## config.mk

```make
export PLATFORM = sky130hd
export DESIGN_NAME = seg_scan_ctrl
export DESIGN_NICKNAME = d
export VERILOG_FILES = /design/src/rtl/seg_pkg.sv /design/src/rtl/seg_hex_decode.sv /design/src/rtl/seg_scan_ctrl.sv
export SDC_FILE = /design/constraint.sdc
export NUM_CORES = 1
export LEC_CHECK = 0
export ABC_AREA = 1
export BUFFER_PORTS_ARGS = -buffer_cell sky130_fd_sc_hd__clkbuf_2
export CORE_MARGIN = 2
export CORE_UTILIZATION = 40
export CTS_CLUSTER_SIZE = 14
export DETAILED_ROUTE_END_ITERATION = 10
export PLACE_DENSITY = 0.64
export SLEW_MARGIN = 20
export SYNTH_ARGS = -nofsm -noshare
export SYNTH_HDL_FRONTEND = slang
export SYNTH_SLANG_ARGS = --single-unit
```

## constraint.sdc

```tcl
create_clock -name clk_50M -period 4.3 [get_ports clk_50M]
set_input_delay 0 -clock clk_50M [delete_from_list [all_inputs] [get_ports clk_50M]]
set_output_delay 0 -clock clk_50M [all_outputs]
set_load 0.02 [all_outputs]
```

## src/rtl/seg_pkg.sv

```systemverilog
// Shared constants, types and helpers for the six-digit seven-segment scan controller.
package seg_pkg;

  localparam int NUM_DIGITS = 6;

  // Everything off on the active-low buses.
  localparam logic [7:0] SEG_OFF = 8'hFF;
  localparam logic [5:0] SEL_OFF = 6'h3F;

  // Active-low {dp,g,f,e,d,c,b,a} codes for hex digits 0..F, dp bit unlit.
  localparam logic [7:0] SEG_CODES [16] = '{
    8'hC0, 8'hF9, 8'hA4, 8'hB0, 8'h99, 8'h92, 8'h82, 8'hF8,
    8'h80, 8'h90, 8'h88, 8'h83, 8'hC6, 8'hA1, 8'h86, 8'h8E
  };

  typedef enum logic [1:0] {
    IDLE  = 2'd0,
    ON    = 2'd1,
    BLANK = 2'd2
  } state_t;

  // Digit index after i, wrapping from the leftmost digit back to 0.
  function automatic logic [2:0] next_digit(input logic [2:0] i);
    return (i == 3'(NUM_DIGITS - 1)) ? 3'd0 : i + 3'd1;
  endfunction

  // True when nibbles i..5 of d are all zero (digit i is a leading zero).
  function automatic logic lead_zero(input logic [23:0] d, input logic [2:0] i);
    logic r;
    r = 1'b1;
    for (int k = 0; k < NUM_DIGITS; k++) begin
      if ((k >= int'(i)) && (d[k*4 +: 4] != 4'd0)) r = 1'b0;
    end
    return r;
  endfunction

endpackage

```

## src/rtl/seg_hex_decode.sv

```systemverilog
// Combinational hex nibble plus decimal point to active-low segment pattern.
module seg_hex_decode
  import seg_pkg::*;
(
  input  logic [3:0] nibble,
  input  logic       dp,
  output logic [7:0] seg
);

  // Table lookup; a lit dp pulls bit 7 low.
  always_comb begin
    seg = SEG_CODES[nibble] & {~dp, 7'h7F};
  end

endmodule

```

## src/rtl/seg_scan_ctrl.sv

```systemverilog
// Scan scheduler for a 6-digit multiplexed seven-segment display.
// Time-slices the shared segment bus between six active-low digit enables,
// inserts a blanking gap after each digit, and swaps in newly loaded display
// content only at frame boundaries so a frame never shows mixed values.
// Optional build macro: LEADING_ZERO_BLANK_EN -- blank leading zero digits
// (digit 0 always shown, a lit dp on a blanked digit still shown).
module seg_scan_ctrl
  import seg_pkg::*;
#(
  parameter int DIVCLK_CNTMAX = 24999,
  parameter int ON_TICKS      = 4,
  parameter int BLANK_TICKS   = 1
) (
  input  logic        clk_50M,
  input  logic        rst_n,
  input  logic        en,
  input  logic [23:0] disp_data,
  input  logic [5:0]  dp_mask,
  input  logic        load,
  output logic        load_ack,
  output logic [5:0]  seg_sel,
  output logic [7:0]  seg_led,
  output logic        frame_done
);

  localparam int             CW         = (DIVCLK_CNTMAX > 0) ? $clog2(DIVCLK_CNTMAX + 1) : 1;
  localparam logic [CW-1:0]  CNT_LAST   = CW'(DIVCLK_CNTMAX);
  localparam logic [3:0]     ON_LAST    = 4'(ON_TICKS - 1);
  localparam logic [3:0]     BLANK_LAST = 4'(BLANK_TICKS - 1);
  localparam logic [2:0]     LAST_IDX   = 3'(NUM_DIGITS - 1);

  state_t        state, state_n;
  logic [2:0]    idx, idx_n;
  logic [CW-1:0] cnt;
  logic [3:0]    tick_cnt, tcnt_n;
  logic          tick;
  logic          last_slot;
  logic          enter0;

  logic [23:0]   shadow_data, shadow_data_n, pend_data;
  logic [5:0]    shadow_dp, shadow_dp_n, pend_dp;
  logic          pending;

  logic [3:0]    nib_n;
  logic          dp_n;
  logic [7:0]    dec_seg;
  logic [7:0]    led_on;

  assign tick = (state != IDLE) && (cnt == CNT_LAST);

  // Next state, digit index and per-phase tick count; flags the end of digit 5's slot.
  always_comb begin
    state_n   = state;
    idx_n     = idx;
    tcnt_n    = tick_cnt;
    last_slot = 1'b0;
    if (!en) begin
      state_n = IDLE;
      idx_n   = 3'd0;
      tcnt_n  = 4'd0;
    end else begin
      case (state)
        IDLE: begin
          state_n = ON;
          idx_n   = 3'd0;
          tcnt_n  = 4'd0;
        end
        ON: begin
          if (tick) begin
            if (tick_cnt == ON_LAST) begin
              tcnt_n = 4'd0;
              if (BLANK_TICKS == 0) begin
                idx_n     = next_digit(idx);
                last_slot = (idx == LAST_IDX);
              end else begin
                state_n = BLANK;
              end
            end else begin
              tcnt_n = tick_cnt + 4'd1;
            end
          end
        end
        BLANK: begin
          if (tick) begin
            if (tick_cnt == BLANK_LAST) begin
              tcnt_n    = 4'd0;
              state_n   = ON;
              idx_n     = next_digit(idx);
              last_slot = (idx == LAST_IDX);
            end else begin
              tcnt_n = tick_cnt + 4'd1;
            end
          end
        end
        default: state_n = IDLE;
      endcase
    end
  end

  // Frame boundary: the edge that enters digit 0's ON; the shadow view is what that edge will show.
  always_comb begin
    enter0        = (state_n == ON) && (idx_n == 3'd0) && ((state == IDLE) || last_slot);
    shadow_data_n = (enter0 && pending) ? pend_data : shadow_data;
    shadow_dp_n   = (enter0 && pending) ? pend_dp   : shadow_dp;
    nib_n         = shadow_data_n[{idx_n, 2'b00} +: 4];
    dp_n          = shadow_dp_n[idx_n];
  end

  seg_hex_decode u_dec (
    .nibble (nib_n),
    .dp     (dp_n),
    .seg    (dec_seg)
  );

  // Segment pattern for the digit about to be driven, with optional leading-zero suppression.
  always_comb begin
`ifdef LEADING_ZERO_BLANK_EN
    if ((idx_n != 3'd0) && lead_zero(shadow_data_n, idx_n)) begin
      led_on = dp_n ? 8'h7F : SEG_OFF;
    end else begin
      led_on = dec_seg;
    end
`else
    led_on = dec_seg;
`endif
  end

  // State, digit index, prescaler and phase tick counter.
  always_ff @(posedge clk_50M or negedge rst_n) begin
    if (!rst_n) begin
      state    <= IDLE;
      idx      <= 3'd0;
      cnt      <= '0;
      tick_cnt <= 4'd0;
    end else begin
      state    <= state_n;
      idx      <= idx_n;
      tick_cnt <= tcnt_n;
      if ((state == IDLE) || (state_n == IDLE) || tick) begin
        cnt <= '0;
      end else begin
        cnt <= cnt + 1'b1;
      end
    end
  end

  // Pending buffer (last load wins) and shadow register updated only at frame boundaries.
  always_ff @(posedge clk_50M or negedge rst_n) begin
    if (!rst_n) begin
      shadow_data <= 24'd0;
      shadow_dp   <= 6'd0;
      pend_data   <= 24'd0;
      pend_dp     <= 6'd0;
      pending     <= 1'b0;
    end else begin
      shadow_data <= shadow_data_n;
      shadow_dp   <= shadow_dp_n;
      if (load) begin
        pend_data <= disp_data;
        pend_dp   <= dp_mask;
        pending   <= 1'b1;
      end else if (enter0) begin
        pending <= 1'b0;
      end
    end
  end

  // Registered pin outputs, aligned with the state and index registers.
  always_ff @(posedge clk_50M or negedge rst_n) begin
    if (!rst_n) begin
      seg_sel    <= SEL_OFF;
      seg_led    <= SEG_OFF;
      frame_done <= 1'b0;
      load_ack   <= 1'b0;
    end else begin
      if (state_n == ON) begin
        seg_sel <= ~(6'b000001 << idx_n);
        seg_led <= led_on;
      end else begin
        seg_sel <= SEL_OFF;
        seg_led <= SEG_OFF;
      end
      frame_done <= last_slot;
      load_ack   <= enter0 && pending;
    end
  end

endmodule
```

==> results of run 1 <==
==> worst max-delay path, cell delays in order, from the launching register on <==
cell      delay [ns]
dfrtp_1         0.40
inv_1           0.09
ha_1            0.27
nor2_1          0.13
nand2_1         0.07
nor2_2          0.14
nand3_1         0.12
nand2_1         0.07
inv_1           0.04
nand2_1         0.06
nand2_2         0.09
o21bai_4        0.34
nand4_4         0.27
buf_4           0.32
o211ai_1        0.21
nand2_1         0.09
o21ai_2         0.31
inv_2           0.09
ha_1            0.23
inv_1           0.10
nand2_1         0.09
nand3_1         0.10
nand3_1         0.08
==> flip-flops by register name, summed over array words and instances, names as in the netlist <==
signal / flops
pend_data: 24
tick_cnt: 4
pend_dp: 6
load_ack: 1
seg_sel: 6
frame_done: 1
state: 2
cnt: 15
pending: 1
idx: 3
seg_led: 8
shadow_dp: 6
shadow_data: 24
==> cell usage after synthesis (3+ instances only) <==
library cell	instances	area (um2)
nand2_2	5	31.3
o211ai_1	6	45.0
ha_1	13	163
o22ai_1	3	18.8
nor2_1	39	146
nor2_2	5	31.3
nor3b_1	7	52.6
inv_2	10	37.5
o21a_1	11	82.6
dfrtp_1	87	2180
o21ai_0	23	115
clkbuf_1	8	30.0
and2_1	3	18.8
nor3_1	8	40.0
dfstp_2	14	368
nand3_1	59	295
o21ai_1	5	25.0
nand4_1	6	37.5
inv_1	90	338
clkinv_1	3	11.3
buf_2	4	20.0
a21oi_1	10	50.1
nand2_1	193	724
==> power by group <==
part / switching [mW] / internal, mW
sequential: 0.0402 / 1.07
clock: 0.401 / 0.414
combinational: 0.293 / 0.174
==> worst paths after layout <==
kind                                        endpoint  slack, ns  depth (start not counted)
max                             seg_led[3]$_DFF_PN1_       0.50                         22
min                        pend_data[16]$_DFFE_PN0P_       0.14                          4
max reg2reg                     seg_led[3]$_DFF_PN1_       0.50                         22
min reg2reg                pend_data[11]$_DFFE_PN0P_       0.48                          2
max in group asynchronous       seg_led[0]$_DFF_PN1_       3.00                          3
min in group asynchronous  shadow_data[20]$_DFF_PN0_       0.31                          2
==> final cells by class <==
| type | instances | area (um2) |
|---|---|---|
| inverter | 103 | 388 |
| timing repair buffer | 86 | 606 |
| tap | 172 | 215 |
| multi-input combinational | 413 | 2090 |
| clock buffer | 9 | 225 |
| sequential | 101 | 2540 |
| fill | 1213 | 6380 |
| clock inverter | 7 | 71.3 |
==> timing repair <==
item / CTS / global route
endpoints found under the hold margin: 90 / 0
hold buffers: 32 / 0
gates resized for setup: 0 / 2
endpoints found under the setup margin: 0 / 4
==> per-layer routing <==
metal  GRT usage (%)  part of all wire [%]  vias up
met5               0                     0        -
met4            8.47                   2.9        0
met3            3.09                   4.0       23
met2            28.8                    47       95
met1            24.1                    46     1999
li1                -                     -     2145
==> through the flow <==
step                cell area (um2)  hold slack, ns
floorplan                      5090          -0.296
global placement               5510           0.132
detailed placement             5520           0.133
CTS                            6130           0.129
global route                   6140           0.171
finish                         6140           0.140
==> kinds of logic (layout without fill, tap and decap cells) <==
| group | Yosys count | count (layout) | share of synthesized area [%] |
|---|---|---|---|
| AOI/OAI and AO/OA | 65 | 65 | 8.18 |
| xor gates and xnor gates | 2 | 2 | 0.344 |
| adders and majority gates | 13 | 13 | 3.19 |
| buffers and inverters | 118 | 205 | 9.16 |
| DFF | 101 | 101 | 50.0 |
| and+or+nand+nor | 333 | 333 | 29.2 |
==> results.md, run 1 <==
* Predominant post-synthesis flop cell: dfrtp_1
* RSZ-0062 raised after global routing: false
* DRC at 0
* Drt first pass iters at 4
* Starting DRT DRC Count at 297
* Final clock skew at 0.00918 ns
* Crit path launch type: flip-flop
* Setup crit start: state[0]$_DFF_PN0_
* CTS root buf: clkbuf_16
* Worst EP arrival at 4.08 ns
* Antenna violations before repair at 0
* Global route overflow at 0
* I/O Buffers at 49
* Die W at 117 um
* Commonest non-fill, non-tap cell in the layout: nand2_1
* All-Layer GR Usage at 18.0%
* Most frequent cells in the layout: nand2_1 (193), inv_1 (90), dfrtp_1 (87)
* Largest net degree at the start of global routing at 65
* Post-synth cell types at 39
* Final WS setup at 0.499 ns
* DR WL/cell at 12.5 um
* Yosys Warn Count at 0
* Global-route wire length before repair at 19000 um
* Rel. slew slack at 48.3%
* Clock-pin slew on the worst setup and hold paths at 0.08 ns
* Vias per inst at 4.78
* Die area at 0.0137 mm2
* Hold Startpoint: load
* CTS tree: built
* Clock buffer depth at 2
* Ports at 50
* FFs w/ async S/R, synth at 100%
* Worst reg2reg path startpoint: state[0]$_DFF_PN0_
* Slew Viols, Final at 0
* Status: completed
* Antenna viol nets, final at 0
* Initial Util at 40.7%
* Syn nets at 679
* Wirelength, routed at 11200 um
* Syn_area_per_cell at 8.06 um2
* #FFs+latches synth at 101
* H-tree levels at 3
* Via count at 4262
* Nets at 761
* Layout cells sized above 1 at 16.3%
* Seq/Total Area, Yosys at 50.0%
* Mapped Area at 0.00509 mm2
* Fmax at 0.263 GHz
* Cts bufs inserted at 9
* N_diodes at 0
* Fin cells at 891
* Worst-Margin Slew at 0.776 ns
* Power per cell area at 390 mW/mm2
* DP Worst Slack at 0.364 ns
* Critical Path Sink Type: flip-flop
* Setup-failing EPs final at 0
* Die Y at 117 um
* Dpl hpwl at 8080 um
* Min-delay worst type: in -> reg
* Post-layout util at 49.0%
* Setup TNS at 0 ns
* Critical path required time at 4.58 ns
* Gate Count Post-Synth at 632
* CP max FO at 33
* Max-Cap Viols at 0
* Num rows at 41
* Worst vdd ir at 0.000246 V
* Number of synthesized flops with an enable pin at 0
* Fin. Hold Viols at 0
* WS Path Type: reg -> reg
* Tot Pwr at 2.40 mW
* Leak at 3.13 nW
* Vias in the first global route at 4075
* Sink Count at 101
* Min Tclk post-route at 3.80 ns
* Tcrit/Tclk final at 88.4%
* Core Area at 0.0125 mm2
* RD Place Congestion at 0.849
* Post-Place Cells at 843
* Area grow syn2layout at 20.5%
* Post-CTS Setup Bufs at 0
* Worst skew pair latency at 0.36 ns
No activity file was read; power rests on OpenSTA's default activity.
==> inputs of run 2 (changes only) <==
SYNTH_HIERARCHICAL = 1   (was default)
==> run 2 against run 1 <==
  * Critical path depth up 3
  * Highest routed layer unchanged
  * Die area up 4.2%
  * Total power up 1.0%
==> results.md, run 2 <==
* Reg-to-Reg End: seg_led[0]$_DFF_PN1_ (was seg_led[3]$_DFF_PN1_)
* Commonest cells in the netlist: nand2_1 (141), inv_1 (100), dfrtp_1 (87) (was nand2_1 (193), inv_1 (90), dfrtp_1 (87))
* #FFs+latches synth at 101 (unchanged)
* Most frequent cells in the layout: nand2_1 (141), inv_1 (100), dfrtp_1 (87) (was nand2_1 (193), inv_1 (90), dfrtp_1 (87))
* Worst-Margin Slew at 0.902 ns (was 0.776 ns)
* Slew Viols, Final at 0 (unchanged)
* Crit path launch type: flip-flop (unchanged)
* All-Layer GR Usage at 17.5% (was 18.0%)
* Critical Path Sink Type: flip-flop (unchanged)
* Syn_area_per_cell at 8.13 um2 (was 8.06 um2)
* Worst-case reg-to-reg path depth at 25 (was 22)
* Predominant post-synthesis flop cell: dfrtp_1 (unchanged)
* Setup-failing EPs final at 0 (unchanged)
* Min-delay worst type: in -> reg (unchanged)
* Num rows at 42 (was 41)
* End of the critical path: seg_led[0]$_DFF_PN1_ (was seg_led[3]$_DFF_PN1_)
* Status: completed (unchanged)
* Count leader, synth: nand2_1 (unchanged)
* Leak at 3.21 nW (was 3.13 nW)
* CTS tree: built (unchanged)
* Synth Area in Adders at 3.29% (was 3.19%)
* Number of synthesized flops with an enable pin at 0 (unchanged)
* DR WL/cell at 12.5 um (about the same)
* Met1 global-route usage at 24.1% (about the same)
* Die Y at 119 um (was 117 um)
* FFs w/ async S/R, synth at 100% (unchanged)
* Worst reg2reg path startpoint: state[0]$_DFF_PN0_ (unchanged)
* Post-synthesis mux area share at 0% (unchanged)
* Commonest non-fill, non-tap cell in the layout: nand2_1 (unchanged)
* Fin cells at 922 (was 891)
* Area share of the largest cell type after synthesis at 40.9% (was 42.7%)
* Critical path required time at 4.57 ns (was 4.58 ns)
* Post-Place Cells at 869 (was 843)
* Final clock skew at 0.0118 ns (was 0.00918 ns)
* CP max stage cell: dfrtp_1 (unchanged)
* Antenna violations before repair at 0 (unchanged)
* FF+latch area at 0.00254 mm2 (unchanged)
* Power per cell area at 379 mW/mm2 (was 390 mW/mm2)
* I/O Buffers at 49 (unchanged)
* RSZ-0062 raised after global routing: false (unchanged)
* Setup crit start: state[0]$_DFF_PN0_ (unchanged)
* Initial Util at 40.5% (was 40.7%)
* Reg2Reg Setup Slack at 0.45 ns (was 0.50 ns)
* WS Path Type: reg -> reg (unchanged)
* Vias in the first global route at 4298 (was 4075)
* Starting DRT DRC Count at 253 (was 297)
* N_diodes at 0 (unchanged)
* CP max FO at 12 (was 33)
* Core Area at 0.0131 mm2 (was 0.0125 mm2)
* Vias per inst at 4.76 (was 4.78)
* Largest family of logic cells by synthesized area: simple AND/OR/NAND/NOR gates (unchanged)
* Compound-Gate Fraction of Synth Area at 6.64% (was 8.18%)
* Dpl hpwl at 8050 um (was 8080 um)
* Min Tclk post-route at 3.85 ns (was 3.80 ns)
* Global route overflow at 0 (unchanged)
* Mapped Area at 0.00532 mm2 (was 0.00509 mm2)
* Via count at 4393 (was 4262)
* Yosys Warn Count at 6 (was 0)
* Simple-gate area share of the yosys netlist at 30.7% (was 29.2%)
* RD Place Congestion at 0.852 (was 0.849)
* Gate Count Post-Synth at 654 (was 632)
* Worst vdd ir at 0.000238 V (was 0.000246 V)
* Cts bufs inserted at 9 (unchanged)
* Post-synth cell types at 41 (was 39)
* CTS root buf: clkbuf_16 (unchanged)
* Sink Count at 101 (unchanged)
* Nets at 790 (was 761)
* Drt first pass iters at 6 (was 4)
* Wirelength, routed at 11500 um (was 11200 um)
* Area grow syn2layout at 20.0% (was 20.5%)
* Fmax at 0.260 GHz (was 0.263 GHz)
* Met2 usage at 27.6% (was 28.8%)
* DRC at 0 (unchanged)
* Global-route wire length before repair at 20000 um (was 19000 um)
* Worst EP arrival at 4.12 ns (was 4.08 ns)
* Layout cells sized above 1 at 20.2% (was 16.3%)
* Top Registers: pend_data x24, shadow_data x24, cnt x15 (unchanged)
* Max-Cap Viols at 0 (unchanged)
* Busiest layer in global routing: met2 (unchanged)
* Setup TNS at 0 ns (unchanged)
* Clock buffer depth at 2 (unchanged)
* Seq/Total Area, Yosys at 47.9% (was 50.0%)
* Ports at 50 (unchanged)
* Tcrit/Tclk final at 89.5% (was 88.4%)
* Die W at 119 um (was 117 um)
* XOR/XNOR Fraction of Synth Area at 0.824% (was 0.344%)
* Syn nets at 702 (was 679)
* Fin. Hold Viols at 0 (unchanged)
* H-tree levels at 3 (unchanged)
* Fillers at 1303 (was 1213)
* Antenna viol nets, final at 0 (unchanged)
* Clock-pin slew on the worst setup and hold paths at 0.07 ns (was 0.08 ns)
* Rel. slew slack at 39.9% (was 48.3%)
* Largest area contributor in the netlist: dfrtp_1 (unchanged)
* Slowest cell delay on critical path at 0.40 ns (about the same)
* Largest net degree at the start of global routing at 57 (was 65)
* CP most frequent cell: nand2_1 (unchanged)
* Largest cells by area after synthesis: dfrtp_1 (41%), nand2_1 (10%), inv_1 (7.1%), dfstp_2 (6.9%), nand3_1 (5.2%) (was dfrtp_1 (43%), nand2_1 (14%), dfstp_2 (7.2%), inv_1 (6.6%), nand3_1 (5.8%))
* Met3 Usage GRT at 4.55% (was 3.09%)
* Multi-input logic area at 0.00224 mm2 (was 0.00209 mm2)
* Die area at 0.0142 mm2 (was 0.0137 mm2)
* Worst skew pair latency at 0.35 ns (was 0.36 ns)
run 2: cell families after synthesis:
kind of cell,Yosys count
AOI/OAI and AO/OA,58
xor gates and xnor gates,5
adders and majority gates,14
buffers and inverters,134
DFF,101
and+or+nand+nor,342
run 2: through the flow:
stage                     utilization (%)  cell area [um2]  setup WS [ns]  hold slack [ns]  power, mW
after floorplan                         -             5320          0.931           -0.296       1.53
after global placement               43.6             5730          0.231           0.0866       1.65
after detailed placement             43.6             5730          0.108            0.102       1.66
after CTS                            48.0             6300         0.0805           0.0237       2.44
after global routing                 48.6             6380         0.0577           0.0824       2.58
final                                48.6             6380          0.452           0.0394       2.42
run 2: timing repair:
action,in CTS,in global routing
endpoints found under the setup margin,0,7
buffers inserted,0,6
hold endpoints to repair,70,0
hold buffers,31,0
gates resized for setup,0,5
run 2: metal layers:
metal,part of all wire (%),wire (um)
met2,47,5370
met5,0,0
met4,1.1,122
met3,4.7,544
met1,48,5500
run 2: final cells by class:
cell class | instances | share of cell area (%)
well taps | 176 | 3.45
flip-flops and latches | 101 | 39.9
multi-input cells | 420 | 35.0
clock inverters | 5 | 0.549
clock buffers | 10 | 3.59
inverters | 112 | 6.66
repair buffers | 98 | 10.9
run 2: worst min-delay path by stage:
stage	from	end	slack, ns	cells after the start
final	en	frame_done$_DFF_PN0_	0.04	3
after global routing	en	frame_done$_DFF_PN0_	0.08	3
after CTS	en	frame_done$_DFF_PN0_	0.02	3
after detailed placement	rst_n	cnt[5]$_DFF_PN0_	0.10	1
after global placement	rst_n	cnt[6]$_DFF_PN0_	0.09	1
after floorplan	rst_n	cnt[0]$_DFF_PN0_	-0.30	0
run 2: worst max-delay path: cells and delay by family (launching register included):
family	cells	cell delay (ns)
flip-flops	1	0.40
AO/OA/AOI/OAI	1	0.06
adder cells (fa/ha/maj)	2	0.48
buffers and inverters	5	0.71
AND/OR/NAND/NOR	17	2.12
run 2: power breakdown:
| group | internal (mW) | total [mW] | switching (mW) | leakage [nW] |
|---|---|---|---|---|
| combinational | 0.222 | 0.557 | 0.335 | 1.86 |
| clock | 0.391 | 0.740 | 0.348 | 0.129 |
| sequential | 1.08 | 1.12 | 0.0443 | 1.21 |
==> inputs of run 3 (changes only) <==
PLACE_DENSITY = default   (was 0.64)
PLACE_DENSITY_LB_ADDON = 0.2   (was default)
==> run 3 against run 2 <==
  * Wire length decreased by 0.30%
  * Sequential power barely moved
  * Combinational power fell by 1%
  * Sequential share of layout area shrank 0.055 points
  * Critical endpoint is now seg_led[1]$_DFF_PN1_
  * Total power increased by 4.9%
  * First-iteration DRC count grew 13%
  * Global-route usage shrank 0.089 points
  * Fmax fell by 0.16%
==> results.md, run 3 (synthesis results as in run 2) <==
* Status: completed (unchanged)
* Post-Layout Inst Area at 0.00639 mm2 (was 0.00638 mm2)
* Via count at 4250 (was 4393)
* Setup crit start: state[0]$_DFF_PN0_ (unchanged)
* Most frequent cells in the layout: nand2_1 (141), inv_1 (100), dfrtp_1 (87) (unchanged)
* Vias per inst at 4.64 (was 4.76)
* RD Place Congestion at 0.916 (was 0.852)
* Setup-failing EPs final at 0 (unchanged)
* Die W at 119 um (unchanged)
* Worst skew pair latency at 0.35 ns (about the same)
* Starting DRT DRC Count at 287 (was 253)
* Drt first pass iters at 7 (was 6)
* Fmax at 0.259 GHz (was 0.260 GHz)
* Die Y at 119 um (unchanged)
* Vias in the first global route at 4173 (was 4298)
* Min Tclk post-route at 3.85 ns (about the same)
* DR WL/cell at 12.6 um (was 12.5 um)
* Sink Count at 101 (unchanged)
* Leak at 3.20 nW (was 3.21 nW)
* Wirelength, routed at 11500 um (about the same)
* Tot Pwr at 2.54 mW (was 2.42 mW)
* Global route overflow at 0 (unchanged)
* Setup TNS at 0 ns (unchanged)
* Crit path launch type: flip-flop (unchanged)
* Ports at 50 (unchanged)
* Min-delay worst type: in -> reg (unchanged)
* Hold Startpoint: en (unchanged)
* Nets at 783 (was 790)
* N_diodes at 0 (unchanged)
* Power per cell area at 397 mW/mm2 (was 379 mW/mm2)
* Antenna violations before repair at 0 (unchanged)
* CTS root buf: clkbuf_16 (unchanged)
* Die area at 0.0142 mm2 (unchanged)
* Largest net degree at the start of global routing at 68 (was 57)
* Slew Viols, Final at 0 (unchanged)
* DRC at 0 (unchanged)
* Num rows at 42 (unchanged)
* Worst EP arrival at 4.13 ns (was 4.12 ns)
* Worst vdd ir at 0.000191 V (was 0.000238 V)
* Critical path required time at 4.57 ns (about the same)
* Max-Cap Viols at 0 (unchanged)
* Global-route wire length before repair at 19600 um (was 20000 um)
* Cts bufs inserted at 9 (unchanged)
* CP max FO at 17 (was 12)
* Worst-Margin Slew at 0.861 ns (was 0.902 ns)
* Core Area at 0.0131 mm2 (unchanged)
* Multi-input logic area at 0.00223 mm2 (was 0.00224 mm2)
* Final clock skew at 0.00802 ns (was 0.0118 ns)
* Tcrit/Tclk final at 89.6% (was 89.5%)
* WS Path Type: reg -> reg (unchanged)
* WHS at 0.0374 ns (was 0.0394 ns)
* Fin. Hold Viols at 0 (unchanged)
* Antenna viol nets, final at 0 (unchanged)
* Initial Util at 40.5% (unchanged)
* Worst reg2reg path startpoint: state[0]$_DFF_PN0_ (unchanged)
* Critical Path Sink Type: flip-flop (unchanged)
* Fillers at 1308 (was 1303)
* FF+latch area at 0.00254 mm2 (unchanged)
* Dpl cell area at 0.00572 mm2 (was 0.00573 mm2)
* I/O Buffers at 49 (unchanged)
* Rel. slew slack at 42.6% (was 39.9%)
* Layout cells sized above 1 at 19.9% (was 20.2%)
* Area grow syn2layout at 20.2% (was 20.0%)
* RSZ-0062 raised after global routing: false (unchanged)
* H-tree levels at 3 (unchanged)
* CTS tree: built (unchanged)
* Top Registers: pend_data x24, shadow_data x24, cnt x15 (unchanged)
* Clock buffer depth at 2 (unchanged)
* Dpl hpwl at 8010 um (was 8050 um)
* Commonest non-fill, non-tap cell in the layout: nand2_1 (unchanged)
* Clock-pin slew on the worst setup and hold paths at 0.07 ns (about the same)
* All-Layer GR Usage at 17.4% (was 17.5%)
==> run 3: path summary, 6_finish.rpt <==
kind                                             endpoint  slack [ns]  depth (start not counted)
worst max-delay path                 seg_led[1]$_DFF_PN1_        0.45                         22
worst min-delay path                 frame_done$_DFF_PN0_        0.04                          3
worst max register to register       seg_led[1]$_DFF_PN1_        0.45                         22
worst min register to register           cnt[0]$_DFF_PN0_        0.46                          1
max in group asynchronous       shadow_data[18]$_DFF_PN0_        3.00                          3
min in group asynchronous                cnt[7]$_DFF_PN0_        0.31                          2
==> run 3: routing by layer <==
metal	global-route usage, %	up-vias	part of all wire [%]
met5	0	-	0
met4	7.28	0	1.9
met3	3.83	15	3.1
met2	26.4	57	44
met1	24.1	1975	51
li1	-	2203	-
==> run 3: layout make-up <==
type | count | area share, %
clock buffer | 9 | 3.52
clock inverter | 7 | 1.41
inverter | 112 | 6.65
multi-input combinational | 420 | 34.9
sequential | 101 | 39.8
tap | 176 | 3.44
timing repair buffer | 91 | 10.2
==> run 3: timing repair <==
| action | in CTS | in global routing |
|---|---|---|
| endpoints found under the setup margin | 0 | 7 |
| hold buffers | 31 | 0 |
| resized for setup | 0 | 5 |
| endpoints found under the hold margin | 82 | 0 |
| setup buffers | 0 | 1 |
==> run 3: report_power, final <==
group,internal (mW),switching (mW),leakage [nW]
Combinational,0.216,0.333,1.84
Clock,0.507,0.361,0.151
Sequential,1.08,0.0422,1.21
==> run 3: worst max-delay path, cell delays in order (launching register included) <==
cell     delay (ns)
dfrtp_1        0.40
inv_1          0.10
ha_1           0.28
inv_1          0.14
nand3_1        0.13
nor2_4         0.17
nand3_2        0.11
nand2_1        0.07
nand2_1        0.04
nand2_1        0.11
nand3_2        0.11
buf_4          0.19
nor2_4         0.35
nand4_1        0.22
nand3_1        0.13
nand3_1        0.08
nor2_1         0.18
nor2_2         0.10
inv_1          0.15
ha_1           0.27
nand3_1        0.09
nand2_1        0.05
or2_2          0.28
==> run 3: metrics by stage <==
stage / setup WS [ns] / utilization, % / std cells
2_1_floorplan: 0.931 / - / 654
3_3_place_gp: 0.323 / 43.5 / 867
3_5_place_dp: 0.172 / 43.5 / 867
4_1_cts: 0.149 / 48.3 / 914
5_1_grt: 0.00382 / 48.7 / 916
6_report: 0.446 / 48.7 / 916
